==> config.mk <==
export PLATFORM = sky130hd
export DESIGN_NAME = fifo_ctrl
export DESIGN_NICKNAME = d
export VERILOG_FILES = /design/src/rtl/fifo_pkg.sv /design/src/rtl/fifo_ptr.sv /design/src/rtl/fifo_ctrl.sv
export SDC_FILE = /design/constraint.sdc
export NUM_CORES = 1
export LEC_CHECK = 0
export ABC_AREA = 0
export CAP_MARGIN = 20
export CORE_AREA = 2 2 39 41
export CTS_BUF_LIST = sky130_fd_sc_hd__clkbuf_4 sky130_fd_sc_hd__clkbuf_8
export CTS_CLUSTER_DIAMETER = 30
export CTS_CLUSTER_SIZE = 8
export DETAILED_ROUTE_END_ITERATION = 7
export DIE_AREA = 0 0 41 43
export PLACE_DENSITY_LB_ADDON = 0.08
export SYNTH_ARGS = -nofsm -noshare
export SYNTH_HDL_FRONTEND = slang
export SYNTH_HIERARCHICAL = 1
export SYNTH_SLANG_ARGS = --single-unit
==> constraint.sdc <==
create_clock -name clk -period 1.9 [get_ports clk]
set_input_delay 0.38 -clock clk [delete_from_list [all_inputs] [get_ports clk]]
set_output_delay 0.38 -clock clk [all_outputs]
set_load 0.03 [all_outputs]
==> src/rtl/fifo_pkg.sv <==
// Shared defaults and pointer arithmetic for the circular-FIFO pointer controller.
package fifo_pkg;

  localparam int unsigned FIFO_W_DEFAULT  = 2;
  localparam int unsigned FIFO_AF_DEFAULT = 3;
  localparam int unsigned FIFO_AE_DEFAULT = 1;

  // Increment a pointer of 'bits' width, wrapping modulo 2**bits.
  function automatic logic [31:0] ptr_wrap_inc(input logic [31:0] ptr, input logic inc,
                                               input int unsigned bits);
    logic [31:0] mask;
    mask = (bits >= 32) ? '1 : ((32'd1 << bits) - 32'd1);
    return (ptr + {31'd0, inc}) & mask;
  endfunction

endpackage

==> src/rtl/fifo_ptr.sv <==
// Wrapping pointer register with increment enable; also exposes its next-state value.
module fifo_ptr
  import fifo_pkg::*;
#(
  parameter int unsigned PW = 3
) (
  input  logic          clk,
  input  logic          reset_n,
  input  logic          inc,
  output logic [PW-1:0] ptr,
  output logic [PW-1:0] ptr_next
);

  always_comb begin
    ptr_next = PW'(ptr_wrap_inc(32'(ptr), inc, PW));
  end

  always_ff @(posedge clk or negedge reset_n) begin
    if (!reset_n) begin
      ptr <= '0;
    end else begin
      ptr <= ptr_next;
    end
  end

endmodule

==> src/rtl/fifo_ctrl.sv <==
// Write/read pointer controller for a reg_file-backed circular FIFO with registered status.
// Optional sticky overflow/underflow flags are built when FIFO_CTRL_ERR_EN is defined.
module fifo_ctrl
  import fifo_pkg::*;
#(
  parameter int unsigned W        = FIFO_W_DEFAULT,
  parameter int unsigned AF_LEVEL = FIFO_AF_DEFAULT,
  parameter int unsigned AE_LEVEL = FIFO_AE_DEFAULT
) (
  input  logic         clk,
  input  logic         reset_n,
  input  logic         wr,
  input  logic         rd,
  output logic         wr_en,
  output logic [W-1:0] w_addr,
  output logic [W-1:0] r_addr,
  output logic         full,
  output logic         empty,
  output logic         almost_full,
  output logic         almost_empty,
  output logic [W:0]   count
`ifdef FIFO_CTRL_ERR_EN
  ,
  output logic         overflow,
  output logic         underflow
`endif
);

  localparam int unsigned PW     = W + 1;
  localparam logic [W:0]  AF_THR = (W+1)'(AF_LEVEL);
  localparam logic [W:0]  AE_THR = (W+1)'(AE_LEVEL);

  logic       push_ok, pop_ok;
  logic [W:0] wr_ptr, rd_ptr, wr_ptr_next, rd_ptr_next;
  logic [W:0] count_d, count_q;
  logic       full_q, empty_q, af_q, ae_q;

  // A push into a full FIFO is accepted only if a pop frees the slot on the same edge.
  always_comb begin
    push_ok = wr & (~full_q | rd);
    pop_ok  = rd & ~empty_q;
    count_d = wr_ptr_next - rd_ptr_next;
  end

  fifo_ptr #(.PW(PW)) u_wr_ptr (
    .clk      (clk),
    .reset_n  (reset_n),
    .inc      (push_ok),
    .ptr      (wr_ptr),
    .ptr_next (wr_ptr_next)
  );

  fifo_ptr #(.PW(PW)) u_rd_ptr (
    .clk      (clk),
    .reset_n  (reset_n),
    .inc      (pop_ok),
    .ptr      (rd_ptr),
    .ptr_next (rd_ptr_next)
  );

  always_ff @(posedge clk or negedge reset_n) begin
    if (!reset_n) begin
      count_q <= '0;
      empty_q <= 1'b1;
      full_q  <= 1'b0;
      af_q    <= 1'b0;
      ae_q    <= 1'b1;
    end else begin
      count_q <= count_d;
      empty_q <= (wr_ptr_next == rd_ptr_next);
      full_q  <= (wr_ptr_next[W] != rd_ptr_next[W]) &&
                 (wr_ptr_next[W-1:0] == rd_ptr_next[W-1:0]);
      af_q    <= (count_d >= AF_THR);
      ae_q    <= (count_d <= AE_THR);
    end
  end

  assign wr_en        = push_ok;
  assign w_addr       = wr_ptr[W-1:0];
  assign r_addr       = rd_ptr[W-1:0];
  assign full         = full_q;
  assign empty        = empty_q;
  assign almost_full  = af_q;
  assign almost_empty = ae_q;
  assign count        = count_q;

`ifdef FIFO_CTRL_ERR_EN
  logic ovf_q, unf_q;

  always_ff @(posedge clk or negedge reset_n) begin
    if (!reset_n) begin
      ovf_q <= 1'b0;
      unf_q <= 1'b0;
    end else begin
      ovf_q <= ovf_q | (wr & full_q & ~rd);
      unf_q <= unf_q | (rd & empty_q);
    end
  end

  assign overflow  = ovf_q;
  assign underflow = unf_q;
`endif

endmodule
==> flow_summary.ini, run 1 <==
[run_status]
status = completed

[yosys]
syn_inst = 36
synthDistinctLibCells = 13
synth_top_area_share_pct = 52.13
synth_area_sq_um = 528.0
async_flop_share_pct = 100.0
synth-xor-area-share_pct = 9.479
synth_top_family_by_area = adder cells
syn_avg_cell_area_sq_um = 14.67
ys_seq_elements = 13
synth_edf_count = 0
yosysWarnings = 6
synth_fa_ha_area_share_pct = 18.01
ys_top_cells_by_count = 11 x dfrtp_1, 6 x ha_1, 5 x inv_1, 3 x nor2_1
synthFlopType = dfrtp_1
yosysMostFrequentCell = dfrtp_1
synth_area_leaders = dfrtp_1 52%, ha_1 14%, dfstp_2 10%, xnor3_2 4.5%, fa_1 3.8%
synth_area_leader_cell = dfrtp_1
synthMuxAreaShare_pct = 0
synth_compound_area_share_pct = 2.844
synthesis.nets = 47
synthSimpleGateAreaFrac_pct = 4.028
ys_seq_area_share_pct = 62.09

[worst_setup_path]
cp_data_arrival_time_ns = 2.05
cp_max_fo = 3
r2r-end = almost_full
path_class = flip-flop to flip-flop
r2r_start = empty
cp_top_family = adder cells
path_cells = nor2_2 -> ha_4 -> ha_4 -> inv_2 -> fa_2 -> xnor3_2 -> a21o_1
worstPathRequired_ns = 2.07
end_kind = flip-flop
cp-start-kind = flip-flop
reg2reg_depth = 7
worst_path_max_delay_cell = dfstp_2
crit_top_cell = ha_4
r2r_setup_slack_ns = 0.02
cpPeakStageDelay_ns = 0.54
cp_num_buf_inv = 1

[placed_design]
place_hpwl_um = 773.2
io_buffers = 15
place.gp.congestion = 0.8238

[cts]
cts_max_level = 1
clock-sinks = 13
clockBufferDepth = 2
tritoncts = built
clk_pin_slew_ns = 0.08
cts_buffers = 3
clock_latency_ns = 0.27
clockRootBuffer = clkbuf_4

[layout]
nets = 71
regArea_sq_um = 329.1
num-fill-cells = 113
diodes = 0
final_layout_size_suffix_gt1_share_pct = 42.37
area_growth_pct = 58.29
multi_input_area_sq_um = 260.3

[timing]
tightest_slew_ns = 0.5480
grt_setup_unrepaired = yes
finClkSkew_ns = 0.0005684
setup-violations-final = 0
min_period_ns = 1.881
hold_viol_final = 0
fmax_ghz = 0.5316
slew_violations = 0
timing.hold.ws_ns = 0.4622
maxSlewHeadroom_pct = 63.35
fin_crit_sh_pct = 99.00

[drt]
route.final.wire_length_um = 966
drtAntennaViolNets = 0
wl_per_cell_um = 12.88
vias = 345
dr.pass1.iters = 2
vias_per_cell = 4.600
drc = 0
drt-initial-drc-count = 4

[floorplanning]
num_rows = 14
die_h_um = 43
die_area_sq_um = 1763
initial_utilization_pct = 38.16
io_pins = 16
die_w_um = 41
core_sq_um = 1384

[global_route]
grt_use_met2_pct = 20.00
grtUsageMet1_pct = 17.38
groute.usage.overall_pct = 13.55
grt_max_degree = 14
gr-max-usage-layer = met2
use_met3_pct = 4.712
grt_pass1_vias = 374
antenna_found_initial = 0
grt_overflow = 0
grt_pass1_wl_mm = 1.573

[flow_run]
maxCapViolCount = 0

[worst_hold_path]
hold_path.class = primary input to asynchronous set/reset pin
## what timing repair did
item,4_1_cts,5_1_grt
resized for setup,9,0
pin swaps,8,1
setup endpoints to repair,4,3
hold buffers,0,0
setup buffers,1,0
## per-stage QoR
stage / std cells / setup slack [ns] / cell area [sq um] / TNS [ns] / util [%]
floorplan: 36 / -0.1740 / 580.6 / -0.2880 / -
global placement: 70 / -0.4526 / 770.7 / -1.745 / 55.70
detailed placement: 70 / -0.5183 / 770.7 / -2.017 / 55.70
CTS: 75 / -0.1460 / 835.8 / -0.2230 / 60.40
global route: 75 / -0.04880 / 835.8 / -0.04880 / 60.40
finish: 75 / 0.01904 / 835.8 / 0 / 60.40
## placed cells by master (no fill, tap or decap), drive strengths merged
cell           count
a21boi             1
a21o               1
and3               1
buf                5
clkbuf             4
clkdlybuf4s50     12
dfrtp             11
dfstp              2
dlygate4sd2        2
fa                 1
ha                 6
inv                5
nand2              1
nor2               3
xnor2              1
xnor3              1
xor2               2
## sequential cells by signal, summed over array words and instances, names as in the netlist
name / cells
u_wr_ptr/ptr: 3
almost_empty: 1
count: 3
u_rd_ptr/ptr: 3
full: 1
empty: 1
almost_full: 1
## cells by family after synthesis
kind of cell / after synthesis
DFF: 13
adders and majority gates: 7
and+or+nand+nor: 5
buffers and inverters: 5
AOI/OAI and AO/OA: 2
xor gates and xnor gates: 4
## how the worst max path moves through the flow
| stage | start | endpoint | slack (ns) | cells past startpoint |
|---|---|---|---|---|
| 4_1_cts | full | almost_full | -0.15 | 8 |
| 6_report | empty | almost_full | 0.02 | 7 |
| 3_3_place_gp | rd | almost_full | -0.45 | 9 |
| 3_5_place_dp | rd | almost_full | -0.52 | 9 |
| 2_1_floorplan | full | almost_full | -0.17 | 8 |
| 5_1_grt | full | almost_full | -0.05 | 8 |
## cell type report
class,instances,area share (%)
Tap cell,16,2.395
Timing Repair Buffer,19,20.96
Sequential cell,13,39.37
Multi-Input combinational cell,18,31.14
Inverter,5,2.545
Clock buffer,4,3.593
## routing by layer
layer | wire length (um) | up-vias
li1 | - | 161
met1 | 399 | 170
met2 | 494 | 12
met3 | 63 | 2
met4 | 8 | 0
met5 | 0 | -
## worst register-to-register path, delay by kind of cell, from the launching register on
family	cells	cell delay [ns]
XOR/XNOR	1	0.25
AO/OA/AOI/OAI	1	0.16
adder cells (fa/ha/maj)	3	0.74
buffers and inverters	1	0.04
AND/OR/NAND/NOR	1	0.05
flip-flops	1	0.54
Power of run 1 is left out: the tool's default activity adds up to more than one toggle a clock period on the data nets, which glitch-free logic cannot reach.
==> inputs of run 2 (changes only) <==
--- a/config.mk
+++ b/config.mk
@@ -14,6 +14,7 @@
 export DETAILED_ROUTE_END_ITERATION = 7
 export DIE_AREA = 0 0 41 43
 export PLACE_DENSITY_LB_ADDON = 0.08
+export SKIP_CTS_REPAIR_TIMING = 1
 export SYNTH_ARGS = -nofsm -noshare
 export SYNTH_HDL_FRONTEND = slang
 export SYNTH_HIERARCHICAL = 1
==> run 2 against run 1 <==
Compared with the run above: count of clock-buffer cells in the layout unchanged; non-clock buffer count down 1; hold slack better by 0.00061 ns; die area unchanged; global-route usage down 0.21 points; final cell count down 1.3%; sequential cell count unchanged; maximum frequency about the same; critical path type unchanged; highest routed layer unchanged.
==> flow_summary.ini, run 2 (synthesis gave the netlist of run 1 again) <==
[cts]
tritoncts = built
clock_latency_ns = 0.27
clk_pin_slew_ns = 0.07
clockBufferDepth = 2
cts_max_level = 1
clockRootBuffer = clkbuf_4
cts_buffers = 3
clock-sinks = 13

[global_route]
grt_pass1_vias = 371
gr-max-usage-layer = met2
antenna_found_initial = 0
grt_use_met2_pct = 20.00
grt_pass1_wl_mm = 1.552
groute.usage.overall_pct = 13.34
grt_max_degree = 14
use_met3_pct = 4.712
grtUsageMet1_pct = 16.67
grt_overflow = 0

[timing]
fmax_ghz = 0.5321
grt_setup_unrepaired = yes
fin_crit_sh_pct = 98.92
maxSlewHeadroom_pct = 63.03
setup_slack_ns = 0.02053
tightest_slew_ns = 0.5528
timing.hold.ws_ns = 0.4628
slew_violations = 0
finClkSkew_ns = 0.0002777
hold_viol_final = 0
min_period_ns = 1.879
setup-violations-final = 0

[flow_run]
maxCapViolCount = 0

[layout]
nets = 70
diodes = 0
num-fill-cells = 108
area_growth_pct = 59.72
final_util_pct = 60.94
final_layout_size_suffix_gt1_share_pct = 43.10
mostFrequentLayoutCell = clkdlybuf4s50_1
final_cell_mix = 12 x clkdlybuf4s50_1, 10 x dfrtp_1, 5 x ha_4

[drt]
dr.pass1.iters = 1
drtAntennaViolNets = 0
vias_per_cell = 4.486
vias = 332
drt-initial-drc-count = 0
wl_per_cell_um = 13.35
drc = 0
route.final.wire_length_um = 988

[run_status]
status = completed

[floorplanning]
num_rows = 14
io_pins = 16
die_area_sq_um = 1763
core_sq_um = 1384
die_w_um = 41
die_h_um = 43
initial_utilization_pct = 38.16

[worst_setup_path]
cp-start-kind = flip-flop
path_class = flip-flop to flip-flop
reg2reg_depth = 8
end_kind = flip-flop
cp_data_arrival_time_ns = 2.05
r2r_start = full
worstPathRequired_ns = 2.07
r2r-end = almost_full
cp_max_fo = 3
r2r_setup_slack_ns = 0.02

[placed_design]
place.gp.congestion = 0.8238
place_ws_ns = -0.5183
place_hpwl_um = 773.2
io_buffers = 15

[worst_hold_path]
hold_path.class = primary input to asynchronous set/reset pin
## run 2: cell count changes in the layout (fill, tap and decap cells not counted)
| cell | previous run | this run |
|---|---|---|
| buf_4 | 5 | 4 |
| dlygate4sd2_1 | 2 | 0 |
| dlymetal6s2s_1 | 0 | 2 |
| xor2_1 | 2 | 1 |
| xor2_2 | 0 | 1 |
## run 2: worst max-delay path by stage
stage	from	endpoint	slack [ns]
2_1_floorplan	full	almost_full	-0.17
3_3_place_gp	rd	almost_full	-0.45
3_5_place_dp	rd	almost_full	-0.52
4_1_cts	rd	almost_full	-0.23
5_1_grt	full	almost_full	-0.05
6_report	full	almost_full	0.02
## run 2: through the flow
stage / cell area (sq um) / std cells / TNS, ns
after global placement: 770.7 / 70 / -1.745
after detailed placement: 770.7 / 70 / -2.017
after CTS: 800.8 / 74 / -0.4926
final: 843.3 / 74 / 0
after global routing: 843.3 / 74 / -0.05349
after floorplan: 580.6 / 36 / -0.2880
## run 2: metal layers
metal / share of wire (%) / vias up
li1: - / 156
met4: 0.81 / 0
met5: 0 / -
met2: 53 / 14
met1: 39 / 160
met3: 6.7 / 2
## run 2: cell type report
type / count / area [sq um] / share of cell area [%]
repair buffers: 18 / 175.2 / 20.77
multi-input cells: 18 / 267.8 / 31.75
flip-flops and latches: 13 / 329.1 / 39.02
clock buffers: 4 / 30.03 / 3.561
well taps: 16 / 20.02 / 2.374
inverters: 5 / 21.27 / 2.522
## run 2: worst max-delay path, stage by stage (launching register included)
cell and delay, ns:
dfrtp_2 0.43, a21boi_4 0.17, ha_4 0.23, inv_4 0.05, ha_4 0.11, inv_2 0.03, fa_2 0.34, xnor3_2 0.25
a21o_1 0.16
Power of run 2 is left out for the same reason.
